$ cat src/rtl/rv_imem_line_buffer.sv
// Single-line instruction buffer on the core's fetch port.
// Lookups hit in one cycle; a miss refills the whole line over a req/ack bus.
module rv_imem_line_buffer #(
   parameter int LINE_WORDS = 4
) (
   input  logic        clk_i,
   input  logic        rst_i,
   input  logic [31:0] im_addr_i,
   output logic [31:0] im_data_o,
   output logic        im_valid_o,
   input  logic        inv_i,
   output logic [31:0] m_adr_o,
   output logic        m_stb_o,
   input  logic        m_ack_i,
   input  logic [31:0] m_dat_i
);

   localparam int LW_BITS  = $clog2(LINE_WORDS);
   localparam int TAG_BITS = 30 - LW_BITS;
   localparam logic [LW_BITS-1:0] CNT_ONE  = LW_BITS'(1);
   localparam logic [LW_BITS-1:0] CNT_LAST = LW_BITS'(LINE_WORDS - 1);

   typedef enum logic {
      IDLE,
      FILL
   } state_t;

   state_t                state_q, state_d;
   logic [31:0]           line_q [LINE_WORDS];
   logic [31:0]           line_d [LINE_WORDS];
   logic [TAG_BITS-1:0]   tag_q, tag_d;
   logic                  line_valid_q, line_valid_d;
   logic [LW_BITS-1:0]    cnt_q, cnt_d;
   logic                  inv_pending_q, inv_pending_d;
   logic                  im_valid_q, im_valid_d;
   logic [31:0]           im_data_q, im_data_d;
   logic                  stb_q, stb_d;
   logic [31:0]           adr_q, adr_d;

   logic [TAG_BITS-1:0]   req_tag;
   logic [LW_BITS-1:0]    req_idx;
   logic [LW_BITS-1:0]    cnt_inc;
   logic                  hit;

   assign req_tag = im_addr_i[31:2+LW_BITS];
   assign req_idx = im_addr_i[1+LW_BITS:2];
   assign cnt_inc = cnt_q + CNT_ONE;
   assign hit     = line_valid_q && (req_tag == tag_q) && !inv_i;

   always_comb begin
      state_d       = state_q;
      line_d        = line_q;
      tag_d         = tag_q;
      line_valid_d  = line_valid_q;
      cnt_d         = cnt_q;
      inv_pending_d = inv_pending_q;
      im_valid_d    = 1'b0;
      im_data_d     = im_data_q;
      stb_d         = stb_q;
      adr_d         = adr_q;

      unique case (state_q)
         IDLE: begin
            if (hit) begin
               im_valid_d = 1'b1;
               im_data_d  = line_q[req_idx];
            end else begin
               // An invalidate only drops the line; the next lookup refetches.
               line_valid_d = 1'b0;
               tag_d        = req_tag;
               if (!inv_i) begin
                  state_d = FILL;
                  stb_d   = 1'b1;
                  adr_d   = {req_tag, {LW_BITS{1'b0}}, 2'b00};
                  cnt_d   = '0;
               end
            end
         end

         FILL: begin
            if (inv_i) begin
               inv_pending_d = 1'b1;
            end
            if (m_ack_i) begin
               line_d[cnt_q] = m_dat_i;
               cnt_d         = cnt_inc;
               adr_d         = {adr_q[31:2+LW_BITS], cnt_inc, 2'b00};
               if (cnt_q == CNT_LAST) begin
                  // A fill invalidated in flight still completes but is discarded.
                  state_d       = IDLE;
                  stb_d         = 1'b0;
                  line_valid_d  = !(inv_pending_q || inv_i);
                  inv_pending_d = 1'b0;
               end
            end
         end

         default: begin
            state_d = IDLE;
         end
      endcase
   end

   always_ff @(posedge clk_i) begin
      if (rst_i) begin
         state_q       <= IDLE;
         tag_q         <= '0;
         line_valid_q  <= 1'b0;
         cnt_q         <= '0;
         inv_pending_q <= 1'b0;
         im_valid_q    <= 1'b0;
         im_data_q     <= '0;
         stb_q         <= 1'b0;
         adr_q         <= '0;
      end else begin
         state_q       <= state_d;
         tag_q         <= tag_d;
         line_valid_q  <= line_valid_d;
         cnt_q         <= cnt_d;
         inv_pending_q <= inv_pending_d;
         im_valid_q    <= im_valid_d;
         im_data_q     <= im_data_d;
         stb_q         <= stb_d;
         adr_q         <= adr_d;
      end
   end

   // Line storage needs no reset; line_valid_q guards it.
   always_ff @(posedge clk_i) begin
      line_q <= line_d;
   end

   assign im_data_o  = im_data_q;
   assign im_valid_o = im_valid_q;
   assign m_adr_o    = adr_q;
   assign m_stb_o    = stb_q;

endmodule

$ cat config.mk
export PLATFORM = sky130hd
export DESIGN_NAME = rv_imem_line_buffer
export DESIGN_NICKNAME = d
export VERILOG_FILES = /design/src/rtl/rv_imem_line_buffer.sv
export SDC_FILE = /design/constraint.sdc
export NUM_CORES = 1
export LEC_CHECK = 0
export ABC_AREA = 1
export ABC_CLOCK_PERIOD_IN_PS = 3100
export CAP_MARGIN = 20
export CORE_MARGIN = 2
export CORE_UTILIZATION = 54
export CTS_CLUSTER_DIAMETER = 120
export CTS_CLUSTER_SIZE = 28
export DETAILED_ROUTE_END_ITERATION = 12
export HOLD_SLACK_MARGIN = 0.12
export PLACE_DENSITY = 0.78
export RECOVER_POWER = 100
export SETUP_SLACK_MARGIN = 0.5
export SLEW_MARGIN = 10
export SYNTH_ARGS = -nofsm -noshare
export SYNTH_HDL_FRONTEND = slang
export SYNTH_SLANG_ARGS = --single-unit
$ cat constraint.sdc
create_clock -name clk_i -period 3.1 [get_ports clk_i]
set_input_delay 0.62 -clock clk_i [delete_from_list [all_inputs] [get_ports clk_i]]
set_output_delay 0.62 -clock clk_i [all_outputs]
set_load 0.005 [all_outputs]
==> results of run 1 <==
## logic make-up (layout without fill, tap and decap cells)
group	after synthesis	count (layout)	share of synthesized area, %
other	1	4	0.0406
xor gates and xnor gates	4	4	0.379
buffers and inverters	167	275	7.28
and+or+nand+nor	493	493	21.1
AOI/OAI and AO/OA	132	132	8.47
DFF	223	223	62.2
adders and majority gates	4	4	0.541
## placed cells by master (no fill, tap or decap), types with 7 or more instances in the layout
cell / n
a21oi_1: 36
buf_4: 8
clkbuf_1: 7
clkbuf_16: 11
clkdlybuf4s50_1: 29
dfxtp_1: 95
dlygate4sd3_1: 98
edfxtp_1: 128
inv_1: 102
inv_2: 8
nand2_1: 210
nand4_1: 31
nor2_1: 240
o21ai_0: 63
o32ai_1: 32
## per-layer routing
| metal | track usage, % | vias up | share of wire [%] |
|---|---|---|---|
| met5 | 0 | - | 0 |
| met4 | 7.43 | 0 | 2.4 |
| met2 | 38.6 | 181 | 49 |
| li1 | - | 3534 | - |
| met3 | 3.42 | 38 | 5.3 |
| met1 | 27.6 | 3265 | 43 |
## worst max-delay path, delay by kind of cell
family | cells | cell delay, ns
AO/OA/AOI/OAI | 1 | 0.13
buffers and inverters | 3 | 1.25
AND/OR/NAND/NOR | 7 | 0.79
## cell usage after synthesis (all sizes together)
library cell,instances,area (um2)
inv,109,409
dfxtp,95,1900
a21oi,36,180
clkinv,2,7.51
xnor2,4,35.0
nand2,210,788
o21ai,63,315
conb,1,3.75
ha,4,50.1
nand3,5,25.0
nor2,241,910
nand4,31,194
o211ai,1,7.51
nand3b,2,15.0
o32ai,32,280
edfxtp,128,3840
and2,1,6.26
buf,21,123
nor3,3,15.0
clkbuf,35,134
## final cells by class
cell class	instances	share of cell area (%)
timing repair buffer	147	13.1
clock buffer	17	2.71
tap	220	2.50
multi-input combinational	635	25.7
sequential	223	52.2
inverter	111	3.79
antenna	2	0.0455
## state kept, by name, indices dropped and copies added, names as in the netlist
| name | count |
|---|---|
| m_adr_o | 29 |
| im_valid_o | 1 |
| im_data_o | 32 |
| state_q | 1 |
| tag_q | 28 |
| m_stb_o | 1 |
| cnt_q | 1 |
| inv_pending_q | 1 |
| line_q | 128 |
| line_valid_q | 1 |
## metrics by stage
step / utilization [%] / std cells / total power [uW]
3_5_place_dp: 64.9 / 1336 / 3850
6_report: 66.1 / 1355 / 5300
4_1_cts: 66.7 / 1353 / 5360
5_1_grt: 66.1 / 1354 / 5500
2_1_floorplan: - / 1025 / 3600
3_3_place_gp: 64.9 / 1336 / 3840
## how the worst min path moves through the flow
stage / to / depth (start not counted)
floorplan: m_adr_o[21] / 2
finish: m_adr_o[29] / 2
CTS: m_adr_o[29] / 2
detailed placement: m_adr_o[29] / 2
global route: m_adr_o[26] / 2
global placement: m_adr_o[10] / 2
## power groups by stage
stage                     Sequential (uW)  Clock, uW  Combinational [uW]
after floorplan                      3310          0                 290
after global placement               3310          0                 529
after detailed placement             3310          0                 542
after CTS                            3240       1580                 545
after global routing                 3250       1670                 579
final                                3240       1540                 517
==> flow_metrics.env, run 1 <==
export IMPL_pre_cts_ws_ns=0.577
export IMPL_vias=7018
export IMPL_cts_setup_buffers=0
export IMPL_path_clk_slew_ns=0.11
export IMPL_final_layout_size_suffix_gt1_share_pct=3.44
export IMPL_synth_warnings=0
export IMPL_hold_buffers=0
export IMPL_maxCapViolations=0
export IMPL_netlist_instances=1024
export IMPL_synth_cell_types=26
export IMPL_sequentialPowerShare_pct=61.2
export IMPL_startpoint="im_addr_i[31]"
export IMPL_cts_buffers=11
export IMPL_combPwrFrac_pct=9.8
export IMPL_wl_um=20100
export IMPL_cts_resized=0
export IMPL_avgSynthCellArea_um2=9.03
export IMPL_cpMaxStageDelayCell="dlygate4sd3_1"
export IMPL_ioPinCount=134
export IMPL_drt_first_iter_violations=437
export IMPL_cts_path_max_buffers=3
export IMPL_initial_utilization_pct=55.5
export IMPL_status="finished, final reports clean"
export IMPL_fin_tns_setup_ns=0
export IMPL_hp_class="flip-flop to flip-flop"
export IMPL_setup_viol_count_final=0
export IMPL_swShare_pct=22.8
export IMPL_insertion_delay_ns=0.47
export IMPL_crit_path_frequent_cell="nor2_1"
export IMPL_synth_seq_cells=223
export IMPL_overflow=0
export IMPL_arrival_ns=2.83
export IMPL_antenna_found_initial=2
export IMPL_cp_max_fo=65
export IMPL_fill_cells=1379
export IMPL_skew_ns=0.0252
export IMPL_fin_hold_ws_ns=0.466
export IMPL_worstMarginPinSlew_ns=1.04
export IMPL_start_kind="input port"
export IMPL_min_delay_start="m_adr_o[29]"
export IMPL_cts_num_sinks=223
export IMPL_htree_levels=1
export IMPL_r2r_end="line_q[63]"
export IMPL_grt_max_degree=66
export IMPL_die_area_mm2=0.0182
export IMPL_finalCriticalPeriod_ns=2.48
export IMPL_drc=0
export IMPL_nNetsFinal=1201
export IMPL_grt_pass1_wl_um=31800
export IMPL_pwr_share_clk_pct=29.0
export IMPL_finalCritPeriodShare_pct=79.9
export IMPL_p_sw_uw=1210
export IMPL_critPathRequiredTime_ns=3.45
export IMPL_dr_pass1_iters=7
export IMPL_max_freq_mhz=404
export IMPL_seq_area_frac_synth_pct=62.2
export IMPL_path_class="input port to flip-flop"
export IMPL_root_buffer="clkbuf_16"
export IMPL_slowest_delay_ns=0.68
export IMPL_core_area_mm2=0.0166
export IMPL_port_buffers=129
export IMPL_multi_input_area_mm2=0.00283
export IMPL_grt_usage_pct=21.9
export IMPL_crit_path_end="im_data_o[0]"
export IMPL_syn_area_mm2=0.00924
export IMPL_rrSetupSlack_ns=1.02
export IMPL_rows=47
export IMPL_relSlewSlack_pct=30.4
export IMPL_grt_pass1_vias=6626
export IMPL_power_density_mw_per_mm2=482
export IMPL_die_h_um=135
export IMPL_r2r_start="cnt_q[0]"
export IMPL_die_w_um=135
export IMPL_leakagePower_uw=0.00461
export IMPL_viasPerCell=5.18
export IMPL_p_int_uw=4090
export IMPL_rsz0062_at_grt="false"
export IMPL_worstSetupEndpointType="flip-flop"
export IMPL_irDropWorstVdd_mv=0.292
export IMPL_seq_area_mm2=0.00575
export IMPL_dpl_cell_area_mm2=0.0108
export IMPL_fin_ws_ns=0.622
export IMPL_route_detailed_wl_per_inst_um=14.8
export IMPL_final_cell_area_mm2=0.0110
export IMPL_final_max_slew_viol_count=0
export IMPL_place_hpwl_um=12700
export IMPL_syn_to_final_growth_pct=19.0
export IMPL_antenna_left=0
export IMPL_reg2reg_depth=5
export IMPL_finalHoldViolCount=0
export IMPL_gp_congestion=0.860
export IMPL_crit_chain="dlygate4sd3_1 -> inv_1 -> a21oi_1 -> nand2_1 -> nor2_1 -> nand2_1 -> nor2_1 -> nand4_1 -> clkbuf_4 -> nor2_1 -> nor2_1"
export IMPL_cts_tree="built"
No activity file was read; power rests on OpenSTA's default activity.
==> run 2, diff against run 1 <==
--- a/config.mk
+++ b/config.mk
@@ -6,15 +6,15 @@
 export NUM_CORES = 1
 export LEC_CHECK = 0
 export ABC_AREA = 1
-export ABC_CLOCK_PERIOD_IN_PS = 3100
+export ABC_CLOCK_PERIOD_IN_PS = 2230
 export CAP_MARGIN = 20
 export CORE_MARGIN = 2
-export CORE_UTILIZATION = 54
+export CORE_UTILIZATION = 49
 export CTS_CLUSTER_DIAMETER = 120
 export CTS_CLUSTER_SIZE = 28
 export DETAILED_ROUTE_END_ITERATION = 12
 export HOLD_SLACK_MARGIN = 0.12
-export PLACE_DENSITY = 0.78
+export PLACE_DENSITY = 0.75
 export RECOVER_POWER = 100
 export SETUP_SLACK_MARGIN = 0.5
 export SLEW_MARGIN = 10
==> constraint.sdc (replaced) <==
create_clock -name clk_i -period 2.23 [get_ports clk_i]
set_input_delay 0.446 -clock clk_i [delete_from_list [all_inputs] [get_ports clk_i]]
set_output_delay 0.446 -clock clk_i [all_outputs]
set_load 0.005 [all_outputs]
==> run 2 against run 1 <==
  * Die area grew 9.9%
  * Worst hold slack worse by 0.013 ns
  * Worst setup slack worse by 0.30 ns
  * Critical endpoint is now line_q[27]
  * Largest cell class unchanged
  * Highest routed layer unchanged
==> flow_metrics.env, run 2 (same netlist as run 1, synthesis figures left out) <==
export IMPL_finalCritPeriodShare_pct=85.5
export IMPL_critPathRequiredTime_ns=2.40
export IMPL_final_common_cell="nor2_1"
export IMPL_cp_max_fo=23
export IMPL_ioPinCount=134
export IMPL_antenna_found_initial=5
export IMPL_grt_pass1_wl_um=33600
export IMPL_finalHoldViolCount=0
export IMPL_maxCapViolations=0
export IMPL_die_area_mm2=0.0200
export IMPL_place_hpwl_um=13000
export IMPL_mostFrequentLayoutCells="233 x nor2_1, 193 x nand2_1, 128 x edfxtp_1, 95 x inv_1, 91 x dlygate4sd2_1"
export IMPL_leakagePower_uw=0.00505
export IMPL_cts_tree="built"
export IMPL_crit_chain="buf_4 -> ha_1 -> inv_1 -> nor2_1 -> buf_12"
export IMPL_die_h_um=141
export IMPL_power_density_mw_per_mm2=642
export IMPL_syn_to_final_growth_pct=25.1
export IMPL_start_kind="flip-flop"
export IMPL_port_buffers=129
export IMPL_status="finished, final reports clean"
export IMPL_path_clk_slew_ns=0.11
export IMPL_gp_congestion=0.900
export IMPL_drc=0
export IMPL_final_cells=1418
export IMPL_cpMaxStageDelayCell="nor2_1"
export IMPL_antenna_left=0
export IMPL_path_class="flip-flop to flip-flop"
export IMPL_drt_first_iter_violations=485
export IMPL_grt_pass1_vias=6914
export IMPL_final_cell_area_mm2=0.0116
export IMPL_dpl_cell_area_mm2=0.0110
export IMPL_rsz0062_at_grt="true"
export IMPL_viasPerCell=5.09
export IMPL_grt_usage_pct=21.0
export IMPL_max_freq_mhz=525
export IMPL_vias=7220
export IMPL_place_inst=1380
export IMPL_worstMarginPinSlew_ns=0.848
export IMPL_fin_tns_setup_ns=0
export IMPL_arrival_ns=2.07
export IMPL_worstSetupEndpointType="flip-flop"
export IMPL_overflow=0
export IMPL_htree_levels=1
export IMPL_nNetsFinal=1246
export IMPL_hold_buffers=0
export IMPL_pre_cts_ws_ns=-0.153
export IMPL_setup_viol_count_final=0
export IMPL_finalCriticalPeriod_ns=1.91
export IMPL_p_total_uw=7430
export IMPL_dr_pass1_iters=4
export IMPL_cts_num_sinks=223
export IMPL_final_layout_size_suffix_gt1_share_pct=12.0
export IMPL_die_w_um=141
export IMPL_wl_um=22000
export IMPL_largest_reg_flops=128
export IMPL_fill_cells=1596
export IMPL_irDropWorstVdd_mv=0.443
export IMPL_hp_class="input port to flip-flop"
export IMPL_slowest_delay_ns=0.65
export IMPL_fin_ws_ns=0.324
export IMPL_rows=50
export IMPL_final_max_slew_viol_count=0
export IMPL_cts_buffers=11
export IMPL_root_buffer="clkbuf_16"
export IMPL_insertion_delay_ns=0.46
export IMPL_relSlewSlack_pct=43.3
export IMPL_initial_utilization_pct=49.8
export IMPL_top_register="line_q"
export IMPL_core_area_mm2=0.0186
export IMPL_cts_path_max_buffers=3
export IMPL_grt_max_degree=41
export IMPL_skew_ns=0.0129
export IMPL_route_detailed_wl_per_inst_um=15.5
run 2: cell types whose count changed in the layout (fill, tap and decap cells not counted), moves of 18 or more:
| cell | before | now |
|---|---|---|
| dlygate4sd3_1 | 98 | 32 |
| dfxtp_2 | 0 | 18 |
| buf_4 | 8 | 41 |
| dfxtp_1 | 95 | 77 |
| clkdlybuf4s50_1 | 29 | 3 |
| dlygate4sd2_1 | 0 | 91 |
run 2: worst paths after layout:
kind                 startpoint          end  slack, ns  depth (start not counted)
setup / recovery     m_adr_o[3]   line_q[27]       0.32                          5
hold / removal    im_addr_i[13]  m_adr_o[13]       0.45                          3
hold reg to reg      m_adr_o[8]   m_adr_o[8]       0.47                          2
setup reg to reg     m_adr_o[3]   line_q[27]       0.32                          5
run 2: critical path: cells and delay by family (launching register included):
kind	cells	cell delay, ns
AND/OR/NAND/NOR	1	0.65
buffers and inverters	3	0.45
flip-flops	1	0.36
adder cells (fa/ha/maj)	1	0.13
run 2: report_power, final:
part           internal (uW)  switching (uW)
registers               4460            61.1
clock network            930            1190
logic                    332             455
total                   5720            1710
run 2: routing by layer:
layer	part of all wire, %	vias to the layer above	global-route usage, %
met4	2.2	0	6.05
li1	-	3638	-
met2	51	184	39.1
met5	0	-	0
met3	5.4	33	3.24
met1	41	3365	25.3
run 2: what timing repair did:
item | 4_1_cts | 5_1_grt
pin swaps | 4 | 22
setup endpoints to repair | 156 | 95
resized for setup | 173 | 61
cloned | 3 | 3
setup buffers | 6 | 3
hold endpoints to repair | 0 | 0
run 2: area by class of cell:
class                           instances  area, um2  share of cell area, %
Sequential cell                       223       5770                   49.9
Multi-Input combinational cell        635       2930                   25.3
Timing Repair Buffer                  192       1850                   16.0
Inverter                              111        422                   3.64
Clock buffer                           16        294                   2.54
Tap cell                              234        293                   2.53
Antenna cell                            6       15.0                  0.130
Clock inverter                          1       3.75                 0.0324
run 2: through the flow:
stage                     hold WS (ns)  util (%)
after CTS                        0.418      61.8
after global placement           0.448      59.4
after global routing             0.461      62.2
after floorplan                  0.456         -
after detailed placement         0.452      59.4
final                            0.453      62.3
